<file path="src/rtl/cpu_writeback_pkg.sv">
// Shared constants and bundles for the writeback stage.
// Branch kinds and push sources mirror the microcode fields.
package cpu_writeback_pkg;

  localparam logic [1:0] UC_BR_NONE   = 2'd0;
  localparam logic [1:0] UC_BR_ALWAYS = 2'd1;
  localparam logic [1:0] UC_BR_COND   = 2'd2;
  localparam logic [1:0] UC_BR_NCOND  = 2'd3;

  localparam logic [2:0] UC_PUSH_NONE = 3'd0;
  localparam logic [2:0] UC_PUSH_ALU  = 3'd1;
  localparam logic [2:0] UC_PUSH_R0   = 3'd2;
  localparam logic [2:0] UC_PUSH_R1   = 3'd3;
  localparam logic [2:0] UC_PUSH_RET  = 3'd4;
  localparam logic [2:0] UC_PUSH_COND = 3'd5;

  localparam int unsigned TAG_W = 3;
  localparam int unsigned XLEN  = 32;
  localparam int unsigned SW    = TAG_W + XLEN;
  localparam int unsigned POP_W = 11;
  localparam int unsigned MA_W  = 8;

  typedef struct packed {
    logic             redirect;
    logic [XLEN-1:0]  pc_redirect;
    logic             push;
    logic [SW-1:0]    push_data;
    logic [POP_W-1:0] pop;
    logic             we;
    logic [MA_W-1:0]  addr;
    logic [XLEN-1:0]  wdata;
    logic             retire;
  } wb_out_t;

  function automatic logic br_cond(
    input logic [1:0] kind,
    input logic       cond
  );
    logic r;
    r = 1'b0;
    unique case (kind)
      UC_BR_NONE:   r = 1'b0;
      UC_BR_ALWAYS: r = 1'b1;
      UC_BR_COND:   r = cond;
      UC_BR_NCOND:  r = !cond;
      default:      r = 1'b0;
    endcase
    return r;
  endfunction

endpackage

</file>
<file path="src/rtl/cpu_wb_killctl.sv">
// Kill-window counter: loads on a taken branch, counts down to 0.
// kill is high while the count is nonzero.
import cpu_writeback_pkg::*;

module cpu_wb_killctl #(
  parameter int unsigned KILL_CYCLES = 2
) (
  input  logic clk,
  input  logic rst_b,
  input  logic taken,
  output logic kill
);

  logic [2:0] cnt_q;
  logic [2:0] cnt_d;

  always_comb begin
    cnt_d = cnt_q;
    if (taken) begin
      cnt_d = 3'(KILL_CYCLES);
    end else if (cnt_q != 3'd0) begin
      cnt_d = cnt_q - 3'd1;
    end
  end

  always_ff @(posedge clk) begin
    if (!rst_b) begin
      cnt_q <= 3'd0;
    end else begin
      cnt_q <= cnt_d;
    end
  end

  assign kill = (cnt_q != 3'd0);

endmodule

</file>
<file path="src/rtl/cpu_writeback.sv">
// Stage-4 retire: branch resolve, stack/dmem commit, squash window.
// Define CPU_WB_PERF_EN to add perf_retired/perf_killed counters.
import cpu_writeback_pkg::*;

module cpu_writeback #(
  parameter int unsigned KILL_CYCLES = 2,
  parameter int unsigned INSTR_BYTES = 6
) (
  input  logic              clk,
  input  logic              rst_b,
  input  logic              alu__cond_3a,
  input  logic [31:0]       alu__out_3a,
  input  logic [1:0]        c__branch_3a,
  input  logic [7:0]        c__mem_addr_3a,
  input  logic              c__mem_write_3a,
  input  logic [2:0]        c__to_push_3a,
  input  logic [47:0]       instruction_3a,
  input  logic [31:0]       pc_3a,
  input  logic [34:0]       r0_3a,
  input  logic [34:0]       r1_3a,
  input  logic [10:0]       st__to_pop_3a,
  output logic              kill_4a,
  output logic              redirect_4a,
  output logic [31:0]       pc_redirect_4a,
  output logic              st__push_4a,
  output logic [34:0]       st__push_data_4a,
  output logic [10:0]       st__pop_4a,
  output logic              dmem_we_4a,
  output logic [7:0]        dmem_addr_4a,
  output logic [31:0]       dmem_wdata_4a,
  output logic              retire_4a
`ifdef CPU_WB_PERF_EN
  ,
  output logic [31:0]       perf_retired,
  output logic [31:0]       perf_killed
`endif
);

  wb_out_t out_q;
  wb_out_t out_d;

  logic          squash;
  logic          taken;
  logic          pvalid;
  logic [SW-1:0] pdata;
  logic          unused_instr;

  assign unused_instr = ^instruction_3a;

  assign squash = kill_4a;
  assign taken  = !squash &&
                  br_cond(c__branch_3a, alu__cond_3a);

  cpu_wb_killctl #(
    .KILL_CYCLES(KILL_CYCLES)
  ) u_killctl (
    .clk  (clk),
    .rst_b(rst_b),
    .taken(taken),
    .kill (kill_4a)
  );

  always_comb begin
    pvalid = 1'b1;
    pdata  = '0;
    unique case (1'b1)
      (c__to_push_3a == UC_PUSH_ALU):
        pdata = {3'b000, alu__out_3a};
      (c__to_push_3a == UC_PUSH_R0):
        pdata = r0_3a;
      (c__to_push_3a == UC_PUSH_R1):
        pdata = r1_3a;
      (c__to_push_3a == UC_PUSH_RET):
        pdata = {3'b000,
                 pc_3a + 32'(INSTR_BYTES)};
      (c__to_push_3a == UC_PUSH_COND):
        pdata = {34'b0, alu__cond_3a};
      (c__to_push_3a == UC_PUSH_NONE):
        pvalid = 1'b0;
      default:
        pvalid = 1'b0;
    endcase
  end

  always_comb begin
    out_d          = out_q;
    out_d.redirect = taken;
    if (taken) begin
      out_d.pc_redirect = alu__out_3a;
    end
    out_d.push      = !squash && pvalid;
    out_d.push_data = pdata;
    out_d.pop       = squash ? '0 : st__to_pop_3a;
    out_d.we        = !squash && c__mem_write_3a;
    out_d.addr      = c__mem_addr_3a;
    out_d.wdata     = r0_3a[31:0];
    out_d.retire    = !squash;
  end

  always_ff @(posedge clk) begin
    if (!rst_b) begin
      out_q <= '0;
    end else begin
      out_q <= out_d;
    end
  end

  assign redirect_4a      = out_q.redirect;
  assign pc_redirect_4a   = out_q.pc_redirect;
  assign st__push_4a      = out_q.push;
  assign st__push_data_4a = out_q.push_data;
  assign st__pop_4a       = out_q.pop;
  assign dmem_we_4a       = out_q.we;
  assign dmem_addr_4a     = out_q.addr;
  assign dmem_wdata_4a    = out_q.wdata;
  assign retire_4a        = out_q.retire;

`ifdef CPU_WB_PERF_EN
  logic [31:0] ret_cnt_q;
  logic [31:0] kil_cnt_q;

  always_ff @(posedge clk) begin
    if (!rst_b) begin
      ret_cnt_q <= '0;
      kil_cnt_q <= '0;
    end else begin
      ret_cnt_q <= ret_cnt_q + 32'(!squash);
      kil_cnt_q <= kil_cnt_q + 32'(squash);
    end
  end

  assign perf_retired = ret_cnt_q;
  assign perf_killed  = kil_cnt_q;
`endif

endmodule
</file>
<file path="config.mk">
export PLATFORM = sky130hd
export DESIGN_NAME = cpu_writeback
export DESIGN_NICKNAME = d
export VERILOG_FILES = /design/src/rtl/cpu_writeback_pkg.sv /design/src/rtl/cpu_wb_killctl.sv /design/src/rtl/cpu_writeback.sv
export SDC_FILE = /design/constraint.sdc
export NUM_CORES = 1
export LEC_CHECK = 0
export BUFFER_PORTS_ARGS = -buffer_cell sky130_fd_sc_hd__buf_2
export CAP_MARGIN = 40
export CORE_AREA = 3 3 130 132
export DETAILED_ROUTE_END_ITERATION = 16
export DIE_AREA = 0 0 133 135
export PLACE_DENSITY = 0.66
export SYNTH_ARGS = -nofsm -noshare
export SYNTH_HDL_FRONTEND = slang
export SYNTH_SLANG_ARGS = --single-unit
</file>
<file path="constraint.sdc">
create_clock -name clk -period 1.7 [get_ports clk]
set_input_delay 0 -clock clk [delete_from_list [all_inputs] [get_ports clk]]
set_output_delay 0 -clock clk [all_outputs]
set_load 0.1 [all_outputs]
</file>
Word level (Yosys, flattened, before mapping)
Cells that the tools add are included.
{"block": "op_classes", "n_addsub": 2, "eq_ne": 8, "mux": 5, "bitwise_logic": 1, "n_reduce_logical": 11}
{"operator": "$pmux W35 S5", "count": 1}
{"operator": "$add A32 B3 Y32 const B", "count": 1}
{"operator": "$eq A3 B2 Y1 const B", "count": 2}
{"operator": "$eq A3 B3 Y1 const B", "count": 2}
{"operator": "$reduce_or A5 Y1", "count": 1}
{"operator": "$eq A2 B2 Y1 const B", "count": 2}
{"operator": "$mux W2", "count": 2}
{"operator": "$pmux W1 S4", "count": 1}
{"operator": "$reduce_or A2 Y1", "count": 2}
{"operator": "$eq A3 B1 Y1 const B", "count": 1}
{"operator": "$logic_and A1 B1 Y1", "count": 3}
{"operator": "$reduce_bool A3 Y1", "count": 1}
{"operator": "$sub A3 B1 Y3 const B", "count": 1}
{"operator": "$eq A2 B1 Y1 const B", "count": 1}
{"operator": "$logic_not A1 Y1", "count": 2}
{"operator": "$logic_not A2 Y1", "count": 1}
{"operator": "$reduce_bool A2 Y1", "count": 1}
{"operator": "$mux W1", "count": 1}
{"operator": "$not A1 Y1", "count": 1}
{"block": "totals", "regBits": 125, "input_bits": 210, "output_inout_bits": 123, "wordCells": 38}

Longest topological paths before layout
{"block": "depth", "ltp_word": 4, "mapped_depth": 8, "mapped_depth_nobuf": 7}

Hierarchy
Synthesis repeated with hierarchy kept, for this count alone.
{"block": "unflattened", "hier_cells": 551, "hier_area_um2": 5205.0}
{"module": "cpu_writeback", "n_inst": 1, "cells_per_inst": 536, "area_each_um2": 5057.4}
{"module": "cpu_wb_killctl", "n_inst": 1, "cells_per_inst": 15, "area_each_um2": 147.6}

Worst setup path before layout
Ideal clock, no wire load.
{"block": "synth_path", "path_kind": "register to register", "start": "reg u_killctl.cnt_q[0]", "end": "reg out_q (netlist bit pc_redirect_4a[11])", "arrival_ns": 1.922, "required_ns": 1.638, "path_slack_ns": -0.284, "path_stages_with_launch": 9, "synth_period_minus_slack_ns": 1.984, "cell_sequence": "dfxtp_1 -> inv_1 -> ha_1 -> nand2b_1 -> buf_2 -> nor2_1 -> nor2_1 -> clkbuf_1 -> a22o_1"}
{"block": "synth_via", "elab_chain_cells": 3}
{"item": "from (decl)", "line": "cpu_wb_killctl.sv:14", "source": "logic [2:0] cnt_q;"}
{"item": "from (signal assigned)", "line": "cpu_wb_killctl.sv:30", "source": "cnt_q <= cnt_d;"}
{"item": "$reduce_bool A3 Y1", "line": "cpu_wb_killctl.sv:34", "source": "assign kill = (cnt_q != 3'd0);"}
{"item": "named net kill_4a", "line": "cpu_writeback.sv:22", "source": "output logic kill_4a,"}
{"item": "$logic_not A1 Y1", "line": "cpu_writeback.sv:51", "source": "assign taken = !squash &&"}
{"item": "$logic_and A1 B1 Y1", "line": "cpu_writeback.sv:51"}
{"item": "to (signal assigned)", "line": "cpu_writeback.sv:104", "source": "out_q <= out_d;"}
{"item": "to (decl)", "line": "cpu_writeback.sv:39", "source": "wb_out_t out_q;"}
The timed path passes the listed nets, and every way through them passes these cells.
A chain may end at the register's enable or synchronous reset.

Final worst setup path
{"block": "layout_path", "start": "in pc_3a[2]", "end": "reg out_q (netlist bit st__push_data_4a[17])"}
{"block": "layout_via", "elab_chain_cells": 2}
{"item": "from (decl)", "line": "cpu_writeback.sv:18", "source": "input logic [31:0] pc_3a,"}
{"item": "$add A32 B3 Y32", "line": "cpu_writeback.sv:75", "source": "pc_3a + 32'(INSTR_BYTES)};"}
{"item": "$pmux W35 S5", "line": "cpu_writeback.sv:66", "source": "unique case (1'b1)"}
Every way passes these cells.

==> results.txt <==
clk sinks = 125
Placed Instances = 959
worst-skew pair later-pin latency = 0.41 ns
ys async rst share = 0%
initial core utilization = 31.6%
gr ovfl total = 0
critical path capture point type = flip-flop
Netlist Area Pre-Place = 5000 µm²
setup bufs post-CTS = 0
Cell Pwr Density = 1410 nW/µm²
hpwl dp = 14000 µm
clk slew on worst S/H paths = 0.06 ns
Slew Viols, Final = 0
post-synthesis average cell area = 10.6 µm²
RSZ-0062 raised after global routing = false
crit path time final = 1.64 ns
Post-synth top flop = dfxtp_1
I/O pins = 333
Die Area = 18000 µm²
Slew @ Worst Pin = 0.706 ns
# H-tree levels = 4
Root Buffer = clkbuf_16
Final GP Congestion = 0.824
via count = 5218
Fmax = 611 MHz
die width = 133 µm
Post-synth EDFFs = 0
share of layout cells above drive strength 1 = 42.7%
vias in the first global route = 5302
Vias/cell = 4.71
Die Ht = 135 µm
worst min-delay path class = input pin to flip-flop
Tcrit/Tclk final = 96.3%
Syn Nets = 686
FF-to-FF path depth = 7
CP max-delay cell = dlygate4sd3_1
Rows = 46
drc violations = 0
Max-Cap Viols = 0
Setup TNS = 0 ns
Worst EP arrival = 1.93 ns
Worst slew margin = 52.7%
synth warn = 0
Post-Synthesis Cells = 473
CTS tree = done
Hold Path Stages = 4
Yosys cell types = 44
FF+latch count, synth = 125
pin count of the biggest net entering global routing = 42
worst-path cell chain = buf_2, inv_1, ha_1, and4b_2, nand3_4, nor2_1, xnor2_1, o22ai_1, dlygate4sd3_1
Fin. Hold Viols = 0
n_diodes = 0
cell leakage power = 4.05 nW
endpoints failing setup = 0
wire per inst = 17.8 µm
critical path type = input pin to flip-flop
final WL = 19700 µm
Final #Nets = 1093
Fin Clk Skew = 0.00651 ns
setup ws final = 0.0625 ns
area growth from synthesis to layout = 71.9%
CTS Buf Count = 17
worst-case clock buffer depth = 2
maximum VDD drop = 0.877 mV
initial DRC count = 268
first-pass GRT wire length = 29100 µm
register area share after synthesis = 50.0%
antenna violations before repair = 0
PortBufs = 284
dpl ws = -0.00528 ns
area of the core = 15800 µm²
Worst setup SP type = input pin
largest stage delay on the critical path = 0.60 ns
CP required = 1.99 ns
CP Max Fanout = 10
first drt pass iteration count = 5
status = complete, no violations
final cell count without fillers = 1109
All-Layer GR Usage = 21.1%
Post-DRT Antenna Nets = 0
-- cell type report --
cell class	instances	area, µm²
fill	1368	7220
timing repair buffer	421	2810
sequential	125	2500
multi-input combinational	306	2330
clock buffer	19	443
tap	216	270
clock inverter	13	213
inverter	9	33.8
-- state kept, by name, indices dropped and copies added (netlist names) --
| register | flops |
|---|---|
| st__push_data_4a | 35 |
| dmem_wdata_4a | 32 |
| pc_redirect_4a | 32 |
| st__pop_4a | 11 |
| dmem_addr_4a | 8 |
| u_killctl.cnt_q | 3 |
| dmem_we_4a | 1 |
| redirect_4a | 1 |
| retire_4a | 1 |
| st__push_4a | 1 |
-- synth_stat cells (3+ instances only) --
| master | count | area [µm²] |
|---|---|---|
| a21oi_1 | 3 | 15.0 |
| a22o_1 | 32 | 280 |
| a22oi_1 | 30 | 225 |
| and2_1 | 53 | 332 |
| and4_1 | 3 | 26.3 |
| buf_2 | 12 | 60.1 |
| clkbuf_1 | 17 | 63.8 |
| dfxtp_1 | 125 | 2500 |
| ha_1 | 3 | 37.5 |
| inv_1 | 8 | 30.0 |
| mux2_2 | 30 | 338 |
| mux2i_1 | 7 | 70.1 |
| nand2_1 | 13 | 48.8 |
| nand3_1 | 9 | 45.0 |
| nand4_1 | 5 | 31.3 |
| nor2_1 | 27 | 101 |
| nor3_1 | 5 | 25.0 |
| o22a_1 | 10 | 87.6 |
| o22ai_1 | 18 | 113 |
| o22ai_2 | 3 | 37.5 |
| xnor2_1 | 17 | 149 |
| xor2_1 | 14 | 123 |
-- placed cells by master, fill, tap and decap left out, types with 2 or more instances in the layout --
cell / count
a21oi_1: 3
o22ai_2: 3
mux2_2: 30
nand2_1: 13
a22o_1: 32
and2_1: 53
dfxtp_1: 125
buf_2: 283
bufinv_16: 5
buf_12: 5
and3_1: 2
and4_1: 2
clkinvlp_4: 3
a22oi_1: 30
nand4_1: 5
nor2_1: 25
nor4_4: 2
nor4_1: 2
clkbuf_16: 17
nand3_1: 9
inv_1: 8
nand2b_1: 2
o22ai_1: 18
nor2_2: 2
xnor2_1: 17
ha_1: 3
mux2i_1: 7
buf_4: 15
nor3_1: 5
xor2_1: 14
clkinv_4: 3
nor4_2: 2
o22a_1: 10
dlygate4sd3_1: 118
-- report_power, final --
group	switching [mW]	leakage [nW]	total, mW	internal [mW]
Clock	1.37	0.310	4.02	2.65
Combinational	3.52	2.71	4.65	1.13
Sequential	0.148	1.03	3.46	3.31
Total	5.04	4.05	12.1	7.09
-- worst paths after layout --
check / from / to / slack [ns]
worst min-delay path: r1_3a[3] / st__push_data_4a[3]$_SDFF_PN0_ / 0.02
worst max-delay path: pc_3a[2] / st__push_data_4a[17]$_SDFF_PN0_ / 0.06
worst max register to register: u_killctl.cnt_q[0]$_SDFFE_PP0N_ / pc_redirect_4a[17]$_SDFFE_PN0P_ / 0.22
worst min register to register: pc_redirect_4a[16]$_SDFFE_PN0P_ / pc_redirect_4a[16]$_SDFFE_PN0P_ / 0.48
-- stage by stage --
step | hold WS, ns | util, % | area [µm²] | power, mW
final | 0.0209 | 54.4 | 8600 | 12.1
after detailed placement | 0.205 | 42.7 | 6760 | 7.93
after floorplan | 0.122 | - | 5010 | 6.93
after global placement | 0.206 | 42.7 | 6760 | 7.91
after global routing | 0.0312 | 54.4 | 8600 | 12.5
after CTS | 0.00171 | 54.3 | 8600 | 12.2
-- worst max-delay path, delay by kind of cell --
family          cells  cell delay, ns
fa+ha+maj           1            0.19
simple gates        3            0.77
compound gates      1            0.09
xor+xnor            1            0.13
buf+inv             3            0.74
-- metal layers --
layer | GRT usage [%] | routed length, µm
met1 | 26.0 | 8530
met2 | 35.4 | 9530
met3 | 5.74 | 1250
met4 | 7.68 | 436
met5 | 0 | 0
-- cell families after synthesis --
kind of cell,Yosys count,synth area share [%]
AND/OR/NAND/NOR,134,16.0
flip-flops,125,50.0
AO/OA/AOI/OAI,101,16.0
buffers and inverters,42,3.75
multiplexers,37,8.15
XOR/XNOR,31,5.42
adder cells (fa/ha/maj),3,0.750
-- timing repair --
action / in CTS / in global routing
hold endpoints to repair: 110 / 0
resized for setup: 0 / 3
hold buffers: 118 / 0
endpoints found under the setup margin: 0 / 14
(Power assumes the default switching activity.)
